$ cat config.mk
export PLATFORM = sky130hd
export DESIGN_NAME = rlbp_cfg_master
export DESIGN_NICKNAME = d
export VERILOG_FILES = /design/src/rtl/rlbp_pkg.sv /design/src/rtl/rlbp_cfg_shadow.sv /design/src/rtl/rlbp_cfg_master.sv
export SDC_FILE = /design/constraint.sdc
export NUM_CORES = 1
export LEC_CHECK = 0
export ABC_AREA = 1
export ABC_CLOCK_PERIOD_IN_PS = 9300
export CAP_MARGIN = 20
export CORE_UTILIZATION = 57
export DETAILED_ROUTE_END_ITERATION = 16
export PLACE_DENSITY = 0.81
export RECOVER_POWER = 25
export SLEW_MARGIN = 20
export SYNTH_ARGS = -nofsm -noshare
export SYNTH_HDL_FRONTEND = slang
export SYNTH_SLANG_ARGS = --single-unit
$ cat constraint.sdc
create_clock -name wb_clk_i -period 9.3 [get_ports wb_clk_i]
set_clock_uncertainty 0.05 [all_clocks]
set_input_delay 1.86 -clock wb_clk_i [delete_from_list [all_inputs] [get_ports wb_clk_i]]
set_output_delay 1.86 -clock wb_clk_i [all_outputs]
set_load 0.05 [all_outputs]
$ cat src/rtl/rlbp_pkg.sv
// rlbp_pkg: FSM state encoding, timing-register index map and bus defaults shared by
// the RLBP configuration master and its shadow table.
package rlbp_pkg;

  localparam logic [31:0] RLBP_BASE_ADDR = 32'h3000_0000;
  localparam int          RLBP_NREGS     = 17;
  localparam int          RLBP_TIMEOUT   = 255;

  // Register index map; SR is the self-modifying shift register.
  localparam logic [4:0] VD1_UP   = 5'd0;
  localparam logic [4:0] VD1_DN   = 5'd1;
  localparam logic [4:0] VD2_UP   = 5'd2;
  localparam logic [4:0] VD2_DN   = 5'd3;
  localparam logic [4:0] VD3_UP   = 5'd4;
  localparam logic [4:0] VD3_DN   = 5'd5;
  localparam logic [4:0] VD4_UP   = 5'd6;
  localparam logic [4:0] VD4_DN   = 5'd7;
  localparam logic [4:0] RST_UP   = 5'd8;
  localparam logic [4:0] RST_DN   = 5'd9;
  localparam logic [4:0] TX_UP    = 5'd10;
  localparam logic [4:0] TX_DN    = 5'd11;
  localparam logic [4:0] SMP_UP   = 5'd12;
  localparam logic [4:0] SMP_DN   = 5'd13;
  localparam logic [4:0] TIME_RST = 5'd14;
  localparam logic [4:0] TIME_CMP = 5'd15;
  localparam logic [4:0] SR       = 5'd16;

  typedef enum logic [2:0] {
    ST_IDLE,
    ST_WR_REQ,
    ST_WR_GAP,
    ST_RD_REQ,
    ST_RD_GAP
  } state_e;

  function automatic logic [31:0] reg_addr(input logic [31:0] base, input logic [4:0] idx);
    return base + {25'b0, idx, 2'b00};
  endfunction

endpackage

$ cat src/rtl/rlbp_cfg_shadow.sv
// rlbp_cfg_shadow: NREGS x 12-bit shadow of the timing registers; one write port,
// one combinational read port.
module rlbp_cfg_shadow
  import rlbp_pkg::*;
#(
  parameter int NREGS = RLBP_NREGS
) (
  input  logic        clk,
  input  logic        rst,
  input  logic        we_i,
  input  logic [4:0]  widx_i,
  input  logic [11:0] wdat_i,
  input  logic [4:0]  ridx_i,
  output logic [11:0] rdat_o
);

  logic [11:0] mem_q [NREGS];
  logic [11:0] mem_d [NREGS];

  always_comb begin
    mem_d = mem_q;
    if (we_i) mem_d[widx_i] = wdat_i;
  end

  // NOTE: this table is small and must read back as zero after reset, so every
  // entry is reset; a large RAM would normally be left unreset.
  always_ff @(posedge clk or posedge rst) begin
    if (rst) begin
      for (int i = 0; i < NREGS; i++) mem_q[i] <= '0;
    end else begin
      mem_q <= mem_d;
    end
  end

  assign rdat_o = mem_q[ridx_i];

endmodule

$ cat src/rtl/rlbp_cfg_master.sv
// rlbp_cfg_master: writes the shadow table to NREGS Wishbone registers on go_i.
// Define RLBP_CFG_READBACK_EN to add a readback pass that compares every register except SR.
module rlbp_cfg_master
  import rlbp_pkg::*;
#(
  parameter logic [31:0] BASE_ADDR = RLBP_BASE_ADDR,
  parameter int          NREGS     = RLBP_NREGS,
  parameter int          TIMEOUT   = RLBP_TIMEOUT
) (
  input  logic        wb_clk_i,
  input  logic        wb_rst_i,
  input  logic        go_i,
  input  logic        cfg_we_i,
  input  logic [4:0]  cfg_idx_i,
  input  logic [11:0] cfg_dat_i,
  output logic        wbm_cyc_o,
  output logic        wbm_stb_o,
  output logic        wbm_we_o,
  output logic [3:0]  wbm_sel_o,
  output logic [31:0] wbm_adr_o,
  output logic [31:0] wbm_dat_o,
  input  logic [31:0] wbm_dat_i,
  input  logic        wbm_ack_i,
  output logic        busy_o,
  output logic        done_o,
  output logic        err_o,
  output logic [4:0]  err_idx_o
);

  localparam logic [4:0] LAST_IDX = 5'(NREGS - 1);
  localparam logic [5:0] NREGS_W  = 6'(NREGS);
  localparam logic [7:0] TO_LAST  = 8'(TIMEOUT - 1);

  state_e      state_q, state_d;
  logic [4:0]  idx_q, idx_d;
  logic [7:0]  cnt_q, cnt_d;
  logic        err_q, err_d;
  logic [4:0]  err_idx_q, err_idx_d;
  logic        done_q, done_d;
  logic [11:0] shadow_rdat;
  logic        shadow_we;
  logic        unused_dat;

  assign busy_o    = (state_q != ST_IDLE);
  assign shadow_we = cfg_we_i && !busy_o && ({1'b0, cfg_idx_i} < NREGS_W);

  rlbp_cfg_shadow #(.NREGS(NREGS)) u_shadow (
    .clk    (wb_clk_i),
    .rst    (wb_rst_i),
    .we_i   (shadow_we),
    .widx_i (cfg_idx_i),
    .wdat_i (cfg_dat_i),
    .ridx_i (idx_q),
    .rdat_o (shadow_rdat)
  );

`ifdef RLBP_CFG_READBACK_EN
  logic rd_mismatch;
  assign rd_mismatch = (idx_q != SR) && (wbm_dat_i[11:0] != shadow_rdat);
  assign unused_dat  = ^wbm_dat_i[31:12];
`else
  assign unused_dat  = ^wbm_dat_i;
`endif

  // NOTE: every signal written here gets a default first so no path can infer a latch;
  // combinational blocks use blocking '=', the state register below uses '<='.
  always_comb begin
    state_d   = state_q;
    idx_d     = idx_q;
    cnt_d     = '0;
    err_d     = err_q;
    err_idx_d = err_idx_q;
    wbm_cyc_o = 1'b0;
    wbm_stb_o = 1'b0;
    wbm_we_o  = 1'b0;
    wbm_sel_o = 4'b0000;
    wbm_adr_o = '0;
    wbm_dat_o = '0;

    unique case (state_q)
      ST_IDLE: begin
        if (go_i) begin
          state_d   = ST_WR_REQ;
          idx_d     = '0;
          err_d     = 1'b0;
          err_idx_d = '0;
        end
      end
      ST_WR_REQ: begin
        wbm_cyc_o = 1'b1;
        wbm_stb_o = 1'b1;
        wbm_we_o  = 1'b1;
        wbm_sel_o = 4'b0001;
        wbm_adr_o = reg_addr(BASE_ADDR, idx_q);
        wbm_dat_o = {20'b0, shadow_rdat};
        if (wbm_ack_i) begin
          state_d = ST_WR_GAP;
        end else if (cnt_q == TO_LAST) begin
          state_d   = ST_IDLE;
          err_d     = 1'b1;
          err_idx_d = idx_q;
        end else begin
          cnt_d = cnt_q + 8'd1;
        end
      end
      // The gap cycle swallows an ack a responder may still be holding from the last beat.
      ST_WR_GAP: begin
        if (idx_q == LAST_IDX) begin
          idx_d = '0;
`ifdef RLBP_CFG_READBACK_EN
          state_d = ST_RD_REQ;
`else
          state_d = ST_IDLE;
`endif
        end else begin
          idx_d   = idx_q + 5'd1;
          state_d = ST_WR_REQ;
        end
      end
`ifdef RLBP_CFG_READBACK_EN
      ST_RD_REQ: begin
        wbm_cyc_o = 1'b1;
        wbm_stb_o = 1'b1;
        wbm_sel_o = 4'b0001;
        wbm_adr_o = reg_addr(BASE_ADDR, idx_q);
        if (wbm_ack_i) begin
          state_d = ST_RD_GAP;
          // Only the first mismatching index is reported.
          if (rd_mismatch && !err_q) begin
            err_d     = 1'b1;
            err_idx_d = idx_q;
          end
        end else if (cnt_q == TO_LAST) begin
          state_d   = ST_IDLE;
          err_d     = 1'b1;
          err_idx_d = idx_q;
        end else begin
          cnt_d = cnt_q + 8'd1;
        end
      end
      ST_RD_GAP: begin
        if (idx_q == LAST_IDX) begin
          state_d = ST_IDLE;
        end else begin
          idx_d   = idx_q + 5'd1;
          state_d = ST_RD_REQ;
        end
      end
`endif
      default: state_d = ST_IDLE;
    endcase

    done_d = (state_q != ST_IDLE) && (state_d == ST_IDLE);
  end

  always_ff @(posedge wb_clk_i or posedge wb_rst_i) begin
    if (wb_rst_i) begin
      state_q   <= ST_IDLE;
      idx_q     <= '0;
      cnt_q     <= '0;
      err_q     <= 1'b0;
      err_idx_q <= '0;
      done_q    <= 1'b0;
    end else begin
      state_q   <= state_d;
      idx_q     <= idx_d;
      cnt_q     <= cnt_d;
      err_q     <= err_d;
      err_idx_q <= err_idx_d;
      done_q    <= done_d;
    end
  end

  assign done_o    = done_q;
  assign err_o     = err_q;
  assign err_idx_o = err_idx_q;

endmodule

==> metrics.md <==
| Metric | Value |
|---|---|
| Post-synth ARST share | `1.000` |
| Post-route ant nets | `0` |
| Worst path top cell family by delay | `buffers and inverters` |
| Via count | `9897` |
| Endpoint class of the critical path | `primary output` |
| IO buf count | `52` |
| M1 wire length | `11970 um` |
| Crit Reg-Reg Startpoint | `idx_q[0]` |
| VDD IR max | `180.6 uV` |
| Worst Hold Class | `reg2reg` |
| Drt first pass iters | `5` |
| Synth top area cells | `dfrtp_1 49%, nand2_1 17%, nand3_1 6.4%` |
| Area delta synth->final | `9.772%` |
| GRT Total Usage | `0.2891` |
| Vias/cell | `5.432` |
| Max Fanout on Critical Path | `61` |
| Critical Path Source Type | `register` |
| Antenna violations before repair | `0` |
| Status | `finished, final reports clean` |
| Synth Flop Type | `dfrtp_1` |
| DRC | `0` |
| First-pass GRT wire length | `46240 um` |
| CP max-delay cell | `clkdlybuf4s50_1` |
| Routed WL per cell | `15.82 um` |
| Worst-path clk slew | `60 ps` |
| H-tree depth | `1` |
| Synthesized cell area | `0.01156 sq mm` |
| Top cell type by total area after synthesis | `dfrtp_1` |
| Post-Synthesis Cells | `1544` |
| Post-synthesis sequential area ratio | `0.4913` |
| CTS sink count | `227` |
| TNS Setup | `0 ps` |
| Post-route minimum period | `6246 ps` |
| DIE WIDTH | `144.4 um` |
| Iter 0 DRT Violations | `1006` |
| Die extent in y | `144.4 um` |
| Buffers & Inverters on Critical Path | `3` |
| Full die area | `0.02086 sq mm` |
| Min-Delay Endpoint | `err_idx_o[0]` |
| Number of global-route vias before repair | `9141` |
| Max Fclk | `160.1 MHz` |
| Final core utilization | `0.6458` |
| Routed WL | `28830 um` |
| Reg2Reg Depth | `7` |
| RSZ-0062 raised after global routing | `no` |
| CP cell instances | `inv_2, buf_4, nand3_1, o21ai_0, nand2_1, nor2_1, clkdlybuf4s50_1` |
| PwrDens | `220.7 mW/mm^2` |
| Max_slew headroom | `0.2580` |
| Yosys warnings | `0` |
| Max stage delay on crit path | `840 ps` |
| Endpoints failing hold | `0` |
| Max Used Layer | `met4` |
| CTS Buf Count | `25` |
| Worst-Skew Late Latency | `520 ps` |
| Final nets | `1599` |
| Core area | `0.01965 sq mm` |
| # IOs | `133` |
| Crit path DAT | `4340 ps` |
| Hold Path Origin | `err_idx_o[0]` |
| Req. time, crit path | `7390 ps` |
| Total Power | `2.801 mW` |
| Leak | `6.249 nW` |
| Number of synthesized flops with an enable pin | `0` |
| Area share of the largest cell type after synthesis | `0.4913` |
| Post-cts sizing count | `0` |
| Crit path kind | `reg2out` |
| Gr ovfl total | `0` |
| Clk buf depth | `3` |
| Worst hold stages | `2` |
| Setup violators final | `0` |
| Synthesized area per cell | `7.489 sq um` |
| Met2 routed wirelength | `13420 um` |
| Pin count of the biggest net entering global routing | `151` |
| Unique cell type count in the Yosys netlist | `30` |
| Setup bufs post-CTS | `0` |
| Maximum Capacitance Violations | `0` |
| Hpwl dp | `18060 um` |
| Final worst path period share | `0.6717` |
| Worst-margin pin slew | `1109 ps` |
| Starting Density | `0.5883` |
| CTS Hold Bufs | `0` |
| Gpl congestion | `0.9629` |
| Met3 WL | `2371 um` |
| Fraction of layout cells with a size suffix above 1 | `0.04753` |
| Site row count | `51` |
| N_diodes | `0` |
| Worst reg2reg setup slack | `6320 ps` |
| Reg-to-Reg End | `done_o` |
| CTS tree | `yes` |
| Fin. max-slew vios | `0` |
| #FFs+latches synth | `227` |
| Clk root buf | `clkbuf_16` |
==> kinds of logic after synthesis <==
family | after synthesis | synth area share
buffers and inverters | 303 | 0.1250
adder cells (fa/ha/maj) | 4 | 0.004329
AND/OR/NAND/NOR | 790 | 0.2816
XOR/XNOR | 4 | 0.003031
other | 1 | 0.0003243
flip-flops | 227 | 0.4913
AO/OA/AOI/OAI | 215 | 0.09447
==> placed cells by master (no fill, tap or decap), types with 2 or more instances in the layout <==
cell type,Yosys,final
clkbuf_16,0,25
nand2_1,524,524
nor3b_1,2,2
inv_1,155,154
inv_2,3,3
clkbuf_8,0,5
clkinv_2,0,4
xor2_1,3,3
buf_4,60,10
dlygate4sd3_1,0,3
buf_6,9,5
nand3_1,148,148
nor2_1,86,86
a21oi_1,4,4
ha_1,4,4
dfrtp_1,227,225
nor2_2,2,2
nand4_1,9,9
conb_1,1,49
o21ai_1,69,69
nand2_2,9,9
bufinv_16,0,2
clkdlybuf4s50_1,0,49
o21ai_0,139,139
clkbuf_1,63,7
nor4_2,3,3
nor3_1,4,4
==> worst max-delay path by stage <==
stage | from | to | slack, ps | cells after the start
CTS | idx_q[0] | wbm_dat_o[4] | 3120 | 7
finish | idx_q[0] | wbm_dat_o[1] | 3050 | 7
global route | idx_q[0] | wbm_dat_o[7] | 2790 | 7
floorplan | wb_rst_i | cnt_q[0] | 1170 | 1
global placement | idx_q[0] | wbm_dat_o[7] | 3730 | 7
detailed placement | idx_q[0] | wbm_dat_o[4] | 3680 | 7
==> routing by layer <==
metal,global-route usage,vias to the layer above
li1,-,4723
met1,0.3892,4637
met2,0.4598,454
met3,0.04735,83
met4,0.1330,0
met5,0,-
==> per-stage QoR <==
stage / hold WS [ps] / worst slack [ps] / area [sq um] / std cells
2_1_floorplan: 391.7 / 1170 / 11740 / 1592
3_3_place_gp: 403.7 / 3734 / 11830 / 1774
3_5_place_dp: 408.3 / 3680 / 11830 / 1774
4_1_cts: 423.1 / 3122 / 12630 / 1817
5_1_grt: 447.1 / 2786 / 12690 / 1822
6_report: 420.3 / 3054 / 12690 / 1822
==> tightest hold or removal path: cells and delay by family (launching register included) <==
kind,cells,cell delay [ps]
flops,1,340
simple gates,2,90
==> state kept, by name, summed over array words and instances (netlist names) <==
name,flops
idx_q,5
state_q,3
cnt_q,8
u_shadow.mem_q,204
err_idx_o,5
err_o,1
done_o,1
==> where the power goes <==
| part | internal, mW | switching (mW) | leakage, nW |
|---|---|---|---|
| Clock | 0.587 | 0.386 | 0.396 |
| Combinational | 0.197 | 0.485 | 2.75 |
| Sequential | 1.07 | 0.0775 | 3.10 |
| Total | 1.85 | 0.949 | 6.25 |
==> area by class of cell <==
type / instances / area [sq um]
fill: 1711 / 6962
clock inverter: 6 / 80.08
inverter: 158 / 605.6
clock buffer: 37 / 720.7
tap: 265 / 331.6
sequential: 227 / 5685
multi-input combinational: 1062 / 4617
timing repair buffer: 67 / 651.9
==> Yosys cell counts, types with 2 or more instances <==
cell type and number:
nor3b_1 2, inv_1 155, nor2_2 2, buf_2 12, clkbuf_1 63, nor2_1 86, a21oi_1 4, nor4_2 3
dfrtp_1 227, nand4_1 9, nand2_2 9, o21ai_1 69, nand2_1 524, buf_6 9, nor3_1 4, inv_2 3
buf_4 60, xor2_1 3, o21ai_0 139, ha_1 4, nand3_1 148
(Power assumes the default switching activity.)
